===== config.mk =====
export PLATFORM = sky130hd
export DESIGN_NAME = rng_byte_server
export DESIGN_NICKNAME = d
export VERILOG_FILES = /design/src/rtl/rng_pkg.sv /design/src/rtl/rng_byte_server.sv
export SDC_FILE = /design/constraint.sdc
export NUM_CORES = 1
export LEC_CHECK = 0
export BUFFER_PORTS_ARGS = -buffer_cell sky130_fd_sc_hd__buf_2
export CAP_MARGIN = 20
export CORE_UTILIZATION = 51
export CTS_CLUSTER_DIAMETER = 60
export DETAILED_ROUTE_END_ITERATION = 10
export PLACE_DENSITY = 0.81
export SLEW_MARGIN = 20
export SYNTH_ARGS = -nofsm -noshare
export SYNTH_HDL_FRONTEND = slang
export SYNTH_SLANG_ARGS = --single-unit
export TNS_END_PERCENT = 50

===== constraint.sdc =====
create_clock -name clk -period 3.9 [get_ports clk]
set_clock_uncertainty 0.05 [all_clocks]
set_input_delay 0.39 -clock clk [delete_from_list [all_inputs] [get_ports clk]]
set_output_delay 0.39 -clock clk [all_outputs]
set_load 0.01 [all_outputs]

===== src/rtl/rng_pkg.sv =====
// Shared definitions for the rng accumulator and its byte server.
package rng_pkg;

   typedef enum logic [1:0] {
      IDLE = 2'd0,
      KICK = 2'd1,
      WAIT = 2'd2,
      SEND = 2'd3
   } rng_srv_state_t;

   localparam int unsigned RNG_BYTES   = 8;
   localparam int unsigned RNG_MAX_REQ = 64;
   localparam int unsigned RNG_TIMEOUT = 64;

endpackage


===== src/rtl/rng_byte_server.sv =====
// Serves byte-count requests by triggering the rng accumulator and streaming
// each result word out byte by byte; the word buffer is wiped on completion,
// timeout and reset.
module rng_byte_server
   import rng_pkg::*;
#(
   parameter int unsigned BYTES   = RNG_BYTES,
   parameter int unsigned MAX_REQ = RNG_MAX_REQ,
   parameter int unsigned TIMEOUT = RNG_TIMEOUT
) (
   input  logic                         clk,
   input  logic                         rst_n,
   input  logic                         req_valid,
   output logic                         req_ready,
   input  logic [$clog2(MAX_REQ+1)-1:0] req_len,
   output logic                         rng_start,
   input  logic [8*BYTES-1:0]           rng_result,
   input  logic                         rng_valid,
   output logic [7:0]                   out_data,
   output logic                         out_valid,
   input  logic                         out_ready,
   output logic                         out_last,
   output logic                         busy,
   output logic                         err
);

   localparam int unsigned LEN_W  = $clog2(MAX_REQ + 1);
   localparam int unsigned IDX_W  = (BYTES > 1) ? $clog2(BYTES) : 1;
   localparam int unsigned TMR_W  = (TIMEOUT > 2) ? $clog2(TIMEOUT) : 1;
   localparam int unsigned WORD_W = 8 * BYTES;

   rng_srv_state_t    state_q, state_d;
   logic [WORD_W-1:0] word_q, word_d;
   logic [LEN_W-1:0]  remaining_q, remaining_d;
   logic [IDX_W-1:0]  byte_idx_q, byte_idx_d;
   logic [TMR_W-1:0]  timer_q, timer_d;

   logic       req_ready_q, req_ready_d;
   logic       rng_start_q, rng_start_d;
   logic [7:0] out_data_q, out_data_d;
   logic       out_valid_q, out_valid_d;
   logic       out_last_q, out_last_d;
   logic       busy_q, busy_d;
   logic       err_q, err_d;

   // State, datapath and registered outputs; reset wipes the buffer at once.
   always_ff @(posedge clk or negedge rst_n) begin
      if (!rst_n) begin
         state_q     <= IDLE;
         word_q      <= '0;
         remaining_q <= '0;
         byte_idx_q  <= '0;
         timer_q     <= '0;
         req_ready_q <= 1'b1;
         rng_start_q <= 1'b0;
         out_data_q  <= '0;
         out_valid_q <= 1'b0;
         out_last_q  <= 1'b0;
         busy_q      <= 1'b0;
         err_q       <= 1'b0;
      end else begin
         state_q     <= state_d;
         word_q      <= word_d;
         remaining_q <= remaining_d;
         byte_idx_q  <= byte_idx_d;
         timer_q     <= timer_d;
         req_ready_q <= req_ready_d;
         rng_start_q <= rng_start_d;
         out_data_q  <= out_data_d;
         out_valid_q <= out_valid_d;
         out_last_q  <= out_last_d;
         busy_q      <= busy_d;
         err_q       <= err_d;
      end
   end

   // Next-state logic; outputs are decoded from next-state values so the
   // registered copies line up with the state they describe.
   always_comb begin
      state_d     = state_q;
      word_d      = word_q;
      remaining_d = remaining_q;
      byte_idx_d  = byte_idx_q;
      timer_d     = timer_q;
      err_d       = 1'b0;

      case (state_q)
         IDLE: begin
            if (req_valid) begin
               if ((req_len == '0) || (req_len > LEN_W'(MAX_REQ))) begin
                  err_d = 1'b1;
               end else begin
                  remaining_d = req_len;
                  state_d     = KICK;
               end
            end
         end
         KICK: begin
            timer_d = '0;
            state_d = WAIT;
         end
         WAIT: begin
            if (rng_valid) begin
               word_d     = rng_result;
               byte_idx_d = '0;
               state_d    = SEND;
            end else if (timer_q == TMR_W'(TIMEOUT - 2)) begin
               // timer would reach TIMEOUT-1: give up and scrub
               err_d   = 1'b1;
               word_d  = '0;
               state_d = IDLE;
            end else begin
               timer_d = timer_q + TMR_W'(1);
            end
         end
         SEND: begin
            if (out_ready) begin
               remaining_d = remaining_q - LEN_W'(1);
               byte_idx_d  = byte_idx_q + IDX_W'(1);
               if (remaining_q == LEN_W'(1)) begin
                  word_d  = '0;
                  state_d = IDLE;
               end else if (byte_idx_q == IDX_W'(BYTES - 1)) begin
                  state_d = KICK;
               end
            end
         end
         default: begin
            state_d = IDLE;
            word_d  = '0;
         end
      endcase

      req_ready_d = (state_d == IDLE);
      busy_d      = (state_d != IDLE);
      rng_start_d = (state_d == KICK);
      out_valid_d = (state_d == SEND);
      out_last_d  = (state_d == SEND) && (remaining_d == LEN_W'(1));
      out_data_d  = (state_d == SEND) ? word_d[{byte_idx_d, 3'b000} +: 8] : 8'h00;
   end

   assign req_ready = req_ready_q;
   assign rng_start = rng_start_q;
   assign out_data  = out_data_q;
   assign out_valid = out_valid_q;
   assign out_last  = out_last_q;
   assign busy      = busy_q;
   assign err       = err_q;

endmodule


==> key figures, run 1 <==
Run status
  – Status: complete, no violations

Yosys
  – Synth Flop Type: sky130_fd_sc_hd__dfrtp_1
  – Syn Area/Cell: 11.55 um2
  – Number of warnings printed during yosys synthesis: 0
  – Net count of the mapped netlist: 480
  – Post-synth cell types: 64
  – Summed instance area of the synthesized netlist: ~0.0046 mm2
  – Synthesis-stage register bit count: 96
  – Post-synth EDFFs: 0
  – Sequential cell area fraction in the yosys report: 52.80%
  – Asr flop ratio synth: 100.0%
  – Number of cells produced by synthesis: 394

CTS
  – Post-CTS Resized: 0
  – CTS tree: built
  – Number of setup buffers added after CTS: 0
  – Number of CTS-inserted buffers: 9
  – Clock network latency to the later pin of the worst-skew pair: ~0.37 ns
  – Hold Buf Count CTS: 0
  – Clk Tree Root Cell: sky130_fd_sc_hd__clkbuf_8
  – Maximum buffer depth of the clock tree: 2
  – Sinks on the clock net: 96
  – H-tree depth: 3
  – Clock-pin slew on the worst setup and hold paths: 0.10 ns

Route
  – 1st-pass router iterations: 6
  – Detailed-route DRC error count: 0
  – Total wire length after detailed routing: 10.93 mm
  – Number of nets still failing antenna checks after routing: 0
  – Average wire per standard cell: 18.59 um
  – Via-to-Cell Ratio: 6.085
  – Iteration-0 DRC Markers: about 250
  – Routed via count: 3,578

Critical path
  – Slowest stage delay, CP: about 0.69 ns
  – Startpoint class of the critical path: register
  – Depth of the worst register-to-register path: 10
  – Data required time of the worst path: 4.10 ns
  – Sequence of cells on the critical path: inv_1 > ha_1 > nand2b_1 > a31oi_1 > or3_2 > buf_4 > a22o_1 > nor2_1 > a311o_1 > nor4_1
  – Max FO, Critical Path: 44
  – Arrival time reported for the critical path endpoint: 3.75 ns
  – Cell with the largest stage delay on the worst path: sky130_fd_sc_hd__or3_2
  – Terminus of the critical flop-to-flop path: out_data[1]
  – Beginning of the worst register-to-register path: state_q[0]
  – Sort of element at the end of the critical path: register
  – Flop-to-flop setup slack: 0.35 ns
  – Crit Path Class: register to register

Floorplan
  – Die boundary height: 96.48 um
  – Die Wd: 96.48 um
  – Top-Level Pins: 90
  – Initial Utilization: 52.45%
  – Row cnt: 34
  – Core box area: about 0.0087 mm2
  – Floorplan die area: roughly 0.0093 mm2

Cells and area
  – Diode insertion count for antenna repair: 0
  – Area added between synthesis and finish: 14.95%
  – Fin nets: roughly 560
  – Share of layout cells above drive strength 1: a little under 30%

Place
  – Final estimated routing congestion in global placement: 0.8765
  – Buffers added on ports: 89
  – Post-DP HPWL: 7.562 mm
  – Dpl ws: 0.4815 ns

Power and ir drop
  – Total chip power: between 4 and 5 mW
  – Leak Pwr: 2.555 nW
  – VDD IR max: ~470 uV
  – Pwr Density: about 840 mW/mm2

Global route
  – Number of global-route vias before repair: between 3,000 and 4,000
  – GR Overflow Total: 0
  – Wire length of the first global-routing pass: 16.83 mm
  – Total Routing Usage GR: 24.44%
  – Largest net degree at the start of global routing: 69
  – Number of antenna violations at the first check in global routing: 0

STA
  – Fin. Hold Viols: 0
  – Number of max-slew violations in the final report: 0
  – Period minus WS final: 3.545 ns
  – Transition at the pin with the smallest max-transition slack: 0.8569 ns
  – Highest achievable clock rate: 282.1 MHz
  – Tightest slew margin relative to the limit: 42.88%
  – Number of setup violations in the final report: 0
  – Setup repair after global routing missed its margin: no
  – Final WS setup: around 0.35 ns
  – Total Negative Setup Slacks: 0 ns
  – Fin crit share: 90.91%

Worst hold path
  – Kind of path behind the tightest hold check: input pin to async pin

Run
  – Max-cap violation count: 0
[cell families (layout without fill, tap and decap cells)]
logic type / Yosys count / after routing / share of synthesized area [%]
compound gates: 133 / 133 / 23.53
xor+xnor: 5 / 5 / 0.9622
fa+ha+maj: 10 / 10 / 2.749
buf+inv: 37 / 123 / 3.931
flops: 96 / 96 / 52.80
mux: 13 / 13 / 4.068
simple gates: 100 / 100 / 11.96
[cells in the mapped netlist, types with 4 or more instances]
| cell type | instances | area, um2 |
|---|---|---|
| sky130_fd_sc_hd__nand2b_1 | 5 | 31.28 |
| sky130_fd_sc_hd__nor2b_1 | 4 | 25.02 |
| sky130_fd_sc_hd__or3_1 | 4 | 25.02 |
| sky130_fd_sc_hd__buf_2 | 6 | 30.03 |
| sky130_fd_sc_hd__and2_1 | 4 | 25.02 |
| sky130_fd_sc_hd__nor2_1 | 30 | 112.6 |
| sky130_fd_sc_hd__a21oi_1 | 9 | 45.04 |
| sky130_fd_sc_hd__o21a_1 | 4 | 30.03 |
| sky130_fd_sc_hd__inv_1 | 10 | 37.54 |
| sky130_fd_sc_hd__mux4_2 | 4 | 90.09 |
| sky130_fd_sc_hd__mux2i_1 | 5 | 50.05 |
| sky130_fd_sc_hd__a221oi_1 | 10 | 87.58 |
| sky130_fd_sc_hd__nor4_1 | 6 | 37.54 |
| sky130_fd_sc_hd__dfrtp_1 | 95 | 2377 |
| sky130_fd_sc_hd__o21ai_0 | 8 | 40.04 |
| sky130_fd_sc_hd__ha_1 | 10 | 125.1 |
| sky130_fd_sc_hd__nand2_1 | 17 | 63.81 |
| sky130_fd_sc_hd__a22o_1 | 62 | 543.0 |
| sky130_fd_sc_hd__o21ai_1 | 5 | 25.02 |
| sky130_fd_sc_hd__buf_1 | 6 | 22.52 |
| sky130_fd_sc_hd__nand3_1 | 7 | 35.03 |
| sky130_fd_sc_hd__clkbuf_1 | 8 | 30.03 |
| sky130_fd_sc_hd__mux2_2 | 4 | 45.04 |
[layout by cell type, fill, tap and decap left out, drive strengths merged, types with 5 or more instances in the layout]
cell,synthesis,final
a21oi,9,9
a221o,5,5
a221oi,10,10
a22o,62,62
buf,15,94
clkbuf,9,10
dfrtp,95,95
ha,10,10
inv,12,14
mux2i,5,5
nand2,18,18
nand2b,5,5
nand3,7,7
nor2,30,30
nor4,8,8
o21ai,13,13
or3,5,5
[sequential cells by signal, indices dropped and copies added (netlist names), 2 cells and up]
signal       cells
byte_idx_q       3
out_data         8
remaining_q      7
state_q          2
timer_q          6
word_q          64
[power by group]
| group | internal, mW | switching (mW) |
|---|---|---|
| sequential | 1.42 | 0.203 |
| combinational | 0.904 | 1.26 |
| clock | 0.256 | 0.365 |
[how the worst max path moves through the flow]
stage	from	to	slack [ns]	cells past startpoint
after floorplan	remaining_q[2]	out_data[0]	1.37	9
after global placement	state_q[0]	out_data[0]	0.66	10
after detailed placement	state_q[0]	out_data[1]	0.48	10
after CTS	state_q[0]	out_data[1]	0.41	10
after global routing	state_q[0]	out_data[1]	0.18	10
final	state_q[0]	out_data[1]	0.35	10
[worst max-delay path, delay by kind of cell (launching register included)]
| kind | cells | cell delay (ns) |
|---|---|---|
| adder cells (fa/ha/maj) | 1 | 0.35 |
| flip-flops | 1 | 0.43 |
| AO/OA/AOI/OAI | 3 | 0.82 |
| AND/OR/NAND/NOR | 4 | 1.22 |
| buffers and inverters | 2 | 0.54 |
[layout make-up]
cell class                 count  area (um2)
fill                         741        3446
sequential                    96        2404
multi-input combinational    261        1972
timing repair buffer          94       485.5
clock buffer                  10       137.6
tap                          108       135.1
clock inverter                 6       50.05
inverter                      13       48.80
[stage by stage]
stage | hold WS [ns] | area (um2) | cells | util (%)
detailed placement | 0.4298 | 5045 | 572 | 58.13
global placement | 0.4189 | 5045 | 572 | 58.13
finish | 0.06348 | 5233 | 588 | 60.29
global route | 0.1260 | 5233 | 588 | 60.29
CTS | 0.09892 | 5233 | 588 | 60.29
floorplan | 0.04441 | 4552 | 394 | -
[layer usage]
metal | GRT usage, % | up-vias | share of wire, %
met4 | 7.108 | 0 | 1.9
met1 | 35.71 | 1771 | 46
met3 | 6.495 | 22 | 6.5
met2 | 35.80 | 125 | 45
met5 | 0 | - | 0
li1 | - | 1660 | -
Power figures use the tool's default switching activity.
==> run 2: changes to the inputs <==
BUFFER_PORTS_ARGS = default   (was -buffer_cell sky130_fd_sc_hd__buf_2)
DONT_BUFFER_PORTS = 1   (was default)
PLACE_DENSITY = 0.72   (was 0.81)
==> run 2 against run 1 <==
Against the previous run: flip-flop and latch count unchanged; via count is 9.5% lower; combinational power down 3%; final cell count shrank 15%; critical endpoint unchanged; total power grew 0.29%; global-route usage down 0.087 points; critical path depth grew 1.
==> key figures, run 2 (synthesized netlist as in run 1, its figures left out) <==
Route
  – Number of nets still failing antenna checks after routing: 0 (unchanged)
  – Routed via count: 3,239 (was 3,578)
  – 1st-pass router iterations: 4 (was 6)
  – Detailed-route DRC error count: 0 (unchanged)
  – Average wire per standard cell: 21.48 um (was 18.59 um)
  – Iteration-0 DRC Markers: 305 (was 247)
  – Via-to-Cell Ratio: 6.465 (was 6.085)
  – Total wire length after detailed routing: 10.76 mm (was 10.93 mm)

Place
  – Final estimated routing congestion in global placement: 0.8508 (was 0.8765)
  – Buffers added on ports: 0 (was 89)
  – Post-DP HPWL: 7.350 mm (was 7.562 mm)
  – Placed cell areas: 0.004597 mm2 (was 0.005045 mm2)

Power and ir drop
  – VDD IR max: 427.0 uV (was 469.3 uV)
  – Sw Share: 41.06% (was 41.45%)
  – Total chip power: 4.427 mW (was 4.414 mW)
  – Cell internal power dissipation: 2.609 mW (was 2.584 mW)
  – Leak Pwr: 2.216 nW (was 2.555 nW)
  – Pwr Density: 914.4 mW/mm2 (was 843.5 mW/mm2)
  – Proportion of power drawn by combinational gates: 47.7% (was 49.1%)
  – Clock group share of total power: 15.2% (was 14.1%)
  – Switching power summed over all nets: 1.818 mW (was 1.829 mW)
  – Part of the power in registers: 37.1% (was 36.9%)

Global route
  – GR Overflow Total: 0 (unchanged)
  – Number of global-route vias before repair: 3,226 (was 3,316)
  – Wire length of the first global-routing pass: 17.02 mm (was 16.83 mm)
  – Total Routing Usage GR: 24.35% (was 24.44%)
  – Largest net degree at the start of global routing: 97 (was 69)
  – Number of antenna violations at the first check in global routing: 0 (unchanged)

Critical path
  – Critical path depth: 11 (was 10)
  – Sort of element at the end of the critical path: register (unchanged)
  – Terminus of the critical flop-to-flop path: out_data[1] (unchanged)
  – Slowest stage delay, CP: 0.48 ns (was 0.69 ns)
  – Max FO, Critical Path: 24 (was 44)
  – Startpoint class of the critical path: register (unchanged)
  – Worst path buffer plus inverter count: 3 (was 2)
  – Crit Path Class: register to register (unchanged)
  – Critical Path End: out_data[1] (unchanged)
  – Sequence of cells on the critical path: inv_1 > ha_1 > nand2b_1 > a31oi_1 > or3_2 > buf_4 > buf_4 > a22o_1 > nor2_1 > a311o_1 > nor4_1 (was inv_1 > ha_1 > nand2b_1 > a31oi_1 > or3_2 > buf_4 > a22o_1 > nor2_1 > a311o_1 > nor4_1)
  – Depth of the worst register-to-register path: 11 (was 10)
  – Beginning of the worst register-to-register path: state_q[0] (unchanged)
  – Arrival time reported for the critical path endpoint: 3.57 ns (was 3.75 ns)
  – Crit-path leading delay family: simple AND/OR/NAND/NOR gates (unchanged)
  – Critical Path Most Common Cell: sky130_fd_sc_hd__buf_4
  – CP startpoint: state_q[0] (unchanged)
  – Cell with the largest stage delay on the worst path: sky130_fd_sc_hd__or3_2 (unchanged)
  – Data required time of the worst path: 4.12 ns (was 4.10 ns)
  – Flop-to-flop setup slack: 0.55 ns (was 0.35 ns)

STA
  – Number of setup violations in the final report: 0 (unchanged)
  – Fin crit share: 85.87% (was 90.91%)
  – Setup repair after global routing missed its margin: no (unchanged)
  – Highest achievable clock rate: 298.6 MHz (was 282.1 MHz)
  – Total Negative Setup Slacks: 0 ns (unchanged)
  – Transition at the pin with the smallest max-transition slack: 0.6747 ns (was 0.8569 ns)
  – Number of max-slew violations in the final report: 0 (unchanged)
  – Tightest slew margin relative to the limit: 55.02% (was 42.88%)
  – Period minus WS final: 3.349 ns (was 3.545 ns)
  – Fin. Hold Viols: 0 (unchanged)

CTS
  – Number of CTS-inserted buffers: 9 (unchanged)
  – Maximum buffer depth of the clock tree: 2 (unchanged)
  – CTS tree: built (unchanged)
  – Clock-pin slew on the worst setup and hold paths: 0.11 ns (was 0.10 ns)
  – Clk Tree Root Cell: sky130_fd_sc_hd__clkbuf_8 (unchanged)
  – Sinks on the clock net: 96 (unchanged)
  – Clock network latency to the later pin of the worst-skew pair: 0.37 ns (about the same)
  – Post-CTS Resized: 0 (unchanged)
  – H-tree depth: 3 (unchanged)

Cells and area
  – Post-layout utilization of the core: 55.78% (was 60.29%)
  – Diode insertion count for antenna repair: 0 (unchanged)
  – Most common cell after layout, fill and taps aside: sky130_fd_sc_hd__dfrtp_1 (unchanged)
  – Max reg flops: 64 (unchanged)
  – Area added between synthesis and finish: 6.350% (was 14.95%)
  – Register ranked first by flip-flop count: word_q (unchanged)
  – Layout filler cell count: 740 (was 741)
  – Most used cells in the layout excluding fill and tap cells: sky130_fd_sc_hd__dfrtp_1, sky130_fd_sc_hd__a22o_1, sky130_fd_sc_hd__nor2_1 (was sky130_fd_sc_hd__dfrtp_1, sky130_fd_sc_hd__buf_2, sky130_fd_sc_hd__a22o_1)
  – Post-route cell area: 0.004841 mm2 (was 0.005233 mm2)
  – Fin nets: 474 (was 561)
  – Share of layout cells above drive strength 1: 12.98% (was 29.17%)

Floorplan
  – Initial Utilization: 52.45% (unchanged)
  – Die boundary height: 96.48 um (unchanged)
  – Core box area: 0.008678 mm2 (unchanged)
  – Floorplan die area: 0.009307 mm2 (unchanged)
  – Top-Level Pins: 90 (unchanged)
  – Die Wd: 96.48 um (unchanged)
  – Row cnt: 34 (unchanged)

Worst hold path
  – Kind of path behind the tightest hold check: input pin to register (was input pin to async pin)

Run status
  – Status: complete, no violations (unchanged)

Run
  – Max-cap violation count: 0 (unchanged)
-- run 2: power by group through the flow --
stage               Sequential (mW)  Clock (mW)  Combinational, mW
finish                         1.64       0.673               2.11
global route                   1.69       0.728               2.33
CTS                            1.64       0.686               2.10
detailed placement             1.65           0               2.06
global placement               1.64           0               2.01
floorplan                      1.60           0               1.68
-- run 2: routing by layer --
layer | wire length (um) | GRT usage, % | vias up
li1 | - | - | 1489
met1 | 4827 | 35.84 | 1618
met2 | 4892 | 33.80 | 118
met3 | 848 | 7.199 | 14
met4 | 191 | 8.946 | 0
met5 | 0 | 0 | -
-- run 2: layout make-up --
cell class / instances / area [um2] / share of cell area, %
well taps: 108 / 135.1 / 2.791
clock buffers: 10 / 127.6 / 2.636
repair buffers: 7 / 75.07 / 1.551
multi-input cells: 261 / 1972 / 40.73
clock inverters: 6 / 78.83 / 1.628
inverters: 13 / 48.80 / 1.008
flip-flops and latches: 96 / 2404 / 49.65
-- run 2: what timing repair did --
| item | 4_1_cts | 5_1_grt |
|---|---|---|
| setup buffers | 0 | 0 |
| hold endpoints to repair | 96 | 0 |
| endpoints found under the setup margin | 0 | 0 |
| hold buffers | 2 | 0 |
-- run 2: worst min path at each step --
stage / from / cells after the start / endpoint / slack [ns]
final: rng_result[42] / 1 / word_q[42] / 0.11
after global routing: rng_result[14] / 1 / word_q[14] / 0.09
after CTS: rng_result[42] / 1 / word_q[42] / 0.09
after detailed placement: rst_n / 0 / timer_q[1] / 0.05
after global placement: rst_n / 0 / err / 0.05
after floorplan: rst_n / 0 / busy / 0.04
-- run 2: metrics by stage --
| stage | hold WS [ns] | worst slack (ns) | std cells |
|---|---|---|---|
| global route | 0.08973 | 0.3692 | 501 |
| CTS | 0.09153 | 0.6105 | 501 |
| finish | 0.1108 | 0.5509 | 501 |
| floorplan | 0.04441 | 1.366 | 394 |
| global placement | 0.04948 | 0.7627 | 483 |
| detailed placement | 0.04962 | 0.6079 | 483 |
==> run 3: changes to the inputs <==
CORE_MARGIN = 1.5   (was default)
clock period = 3.2 ns   (was 3.9 ns; I/O delays follow)
==> run 3 against run 2 <==
Against the previous run: non-clock buffer count increased by 4; largest power group unchanged; die area increased by 2.1%; flip-flop and latch count unchanged; worst setup slack got worse by 0.35 ns; design area increased by 1.3%; total power increased by 24%; register-to-register slack got worse by 0.35 ns.
==> key figures, run 3 (synthesized netlist as in run 1, its figures left out) <==
Run status
  – Status: complete, no violations (unchanged)

STA
  – Period minus WS final: 3.001 ns (was 3.349 ns)
  – Number of setup violations in the final report: 0 (unchanged)
  – Highest achievable clock rate: 333.2 MHz (was 298.6 MHz)
  – Transition at the pin with the smallest max-transition slack: 0.4884 ns (was 0.6747 ns)
  – Tightest slew margin relative to the limit: 67.22% (was 55.02%)
  – Fin crit share: 93.79% (was 85.87%)
  – Number of max-slew violations in the final report: 0 (unchanged)
  – Setup repair after global routing missed its margin: no (unchanged)
  – Fin. Hold Viols: 0 (unchanged)
  – Total Negative Setup Slacks: 0 ns (unchanged)

CTS
  – Number of setup buffers added after CTS: 0 (unchanged)
  – Post-CTS Resized: 0 (unchanged)
  – Clk Tree Root Cell: sky130_fd_sc_hd__clkbuf_8 (unchanged)
  – H-tree depth: 3 (unchanged)
  – Number of CTS-inserted buffers: 9 (unchanged)
  – Sinks on the clock net: 96 (unchanged)
  – Clock-pin slew on the worst setup and hold paths: 0.10 ns (was 0.11 ns)
  – Maximum buffer depth of the clock tree: 2 (unchanged)
  – CTS tree: built (unchanged)
  – Clock network latency to the later pin of the worst-skew pair: 0.35 ns (was 0.37 ns)

Critical path
  – CP startpoint: state_q[1] (was state_q[0])
  – Terminus of the critical flop-to-flop path: out_data[0] (was out_data[1])
  – Arrival time reported for the critical path endpoint: 3.18 ns (was 3.57 ns)
  – Critical Path End: out_data[0] (was out_data[1])
  – Flop-to-flop setup slack: 0.20 ns (was 0.55 ns)
  – Startpoint class of the critical path: register (unchanged)
  – Beginning of the worst register-to-register path: state_q[1] (was state_q[0])
  – Max FO, Critical Path: 12 (was 24)
  – Sort of element at the end of the critical path: register (unchanged)
  – Data required time of the worst path: 3.38 ns (was 4.12 ns)
  – Crit Path Class: register to register (unchanged)
  – Depth of the worst register-to-register path: 8 (was 11)

Run
  – Max-cap violation count: 0 (unchanged)

Floorplan
  – Top-Level Pins: 90 (unchanged)
  – Floorplan die area: 0.009501 mm2 (was 0.009307 mm2)
  – Core box area: 0.008678 mm2 (unchanged)
  – Initial Utilization: 52.45% (unchanged)
  – Die boundary height: 97.48 um (was 96.48 um)
  – Die Wd: 97.48 um (was 96.48 um)
  – Row cnt: 34 (unchanged)

Global route
  – Total Routing Usage GR: 23.64% (was 24.35%)
  – Largest net degree at the start of global routing: 97 (unchanged)
  – Wire length of the first global-routing pass: 17.47 mm (was 17.02 mm)
  – Number of antenna violations at the first check in global routing: 0 (unchanged)
  – GR Overflow Total: 0 (unchanged)
  – Number of global-route vias before repair: 3,145 (was 3,226)

Cells and area
  – Most used cells in the layout excluding fill and tap cells: sky130_fd_sc_hd__dfrtp_1, sky130_fd_sc_hd__a22o_1, sky130_fd_sc_hd__nor2_1 (unchanged)
  – Layout filler cell count: 751 (was 740)
  – Fin nets: 478 (was 474)
  – Max reg flops: 64 (unchanged)
  – Post-layout utilization of the core: 56.50% (was 55.78%)
  – Register ranked first by flip-flop count: word_q (unchanged)
  – Diode insertion count for antenna repair: 0 (unchanged)
  – Most common cell after layout, fill and taps aside: sky130_fd_sc_hd__dfrtp_1 (unchanged)
  – Share of layout cells above drive strength 1: 14.11% (was 12.98%)
  – Area added between synthesis and finish: 7.724% (was 6.350%)

Route
  – Routed via count: 3,265 (was 3,239)
  – Total wire length after detailed routing: 10.97 mm (was 10.76 mm)
  – 1st-pass router iterations: 5 (was 4)
  – Average wire per standard cell: 21.72 um (was 21.48 um)
  – Detailed-route DRC error count: 0 (unchanged)
  – Iteration-0 DRC Markers: 243 (was 305)
  – Via-to-Cell Ratio: 6.465 (about the same)
  – Number of nets still failing antenna checks after routing: 0 (unchanged)

Place
  – Final estimated routing congestion in global placement: 0.8879 (was 0.8508)
  – Post-DP HPWL: 7.691 mm (was 7.350 mm)
  – Buffers added on ports: 0 (unchanged)

Power and ir drop
  – Leak Pwr: 2.249 nW (was 2.216 nW)
  – VDD IR max: 469.6 uV (was 427.0 uV)
  – Pwr Density: 1120 mW/mm2 (was 914.4 mW/mm2)

Worst hold path
  – Kind of path behind the tightest hold check: input pin to register (unchanged)
run 3: worst min path at each step:
stage,depth (start not counted),to,from,slack (ns)
6_report,1,word_q[14],rng_result[14],0.05
5_1_grt,1,word_q[43],rng_result[43],0.02
4_1_cts,1,word_q[43],rng_result[43],0.04
3_5_place_dp,0,err,rst_n,-0.02
3_3_place_gp,0,err,rst_n,-0.02
2_1_floorplan,0,busy,rst_n,-0.03
run 3: layout make-up:
class / instances / area [um2] / share of cell area (%)
flip-flops and latches: 96 / 2404 / 49.02
inverters: 13 / 48.80 / 0.9952
multi-input cells: 261 / 1972 / 40.21
well taps: 108 / 135.1 / 2.756
clock inverters: 7 / 102.6 / 2.092
clock buffers: 9 / 123.9 / 2.526
repair buffers: 11 / 117.6 / 2.399
run 3: metal layers:
metal | wire [um] | GRT usage [%]
met1 | 5030 | 34.77
met2 | 4937 | 34.51
met5 | 0 | 0
met4 | 180 | 6.044
met3 | 821 | 7.050
run 3: report_power, final:
group          internal [mW]  switching [mW]  total (mW)
clock                  0.448           0.441       0.889
combinational           1.11            1.49        2.60
sequential              1.74           0.269        2.01
run 3: timing repair:
action / in CTS / in global routing
hold buffers: 2 / 0
setup endpoints to repair: 0 / 0
hold endpoints to repair: 96 / 0
run 3: per-stage QoR:
step	power (mW)	hold slack, ns	std cells	area, um2	setup WS [ns]
after detailed placement	4.543	-0.02165	487	4639	0.2683
after global routing	5.844	0.02281	505	4903	0.04947
final	5.491	0.05127	505	4903	0.1987
after global placement	4.492	-0.02165	487	4639	0.3453
after floorplan	3.990	-0.02559	394	4552	0.6656
after CTS	5.471	0.03890	505	4903	0.2601
run 3: critical path, cell delays in order, from the launching register on:
cell and delay [ns]:
sky130_fd_sc_hd__dfrtp_1 0.44, sky130_fd_sc_hd__ha_1 0.47, sky130_fd_sc_hd__o21ai_0 0.29, sky130_fd_sc_hd__a22oi_2 0.47
sky130_fd_sc_hd__inv_2 0.17, sky130_fd_sc_hd__nand3_1 0.24, sky130_fd_sc_hd__nor2_1 0.07, sky130_fd_sc_hd__a311o_1 0.31
sky130_fd_sc_hd__nor4_1 0.35
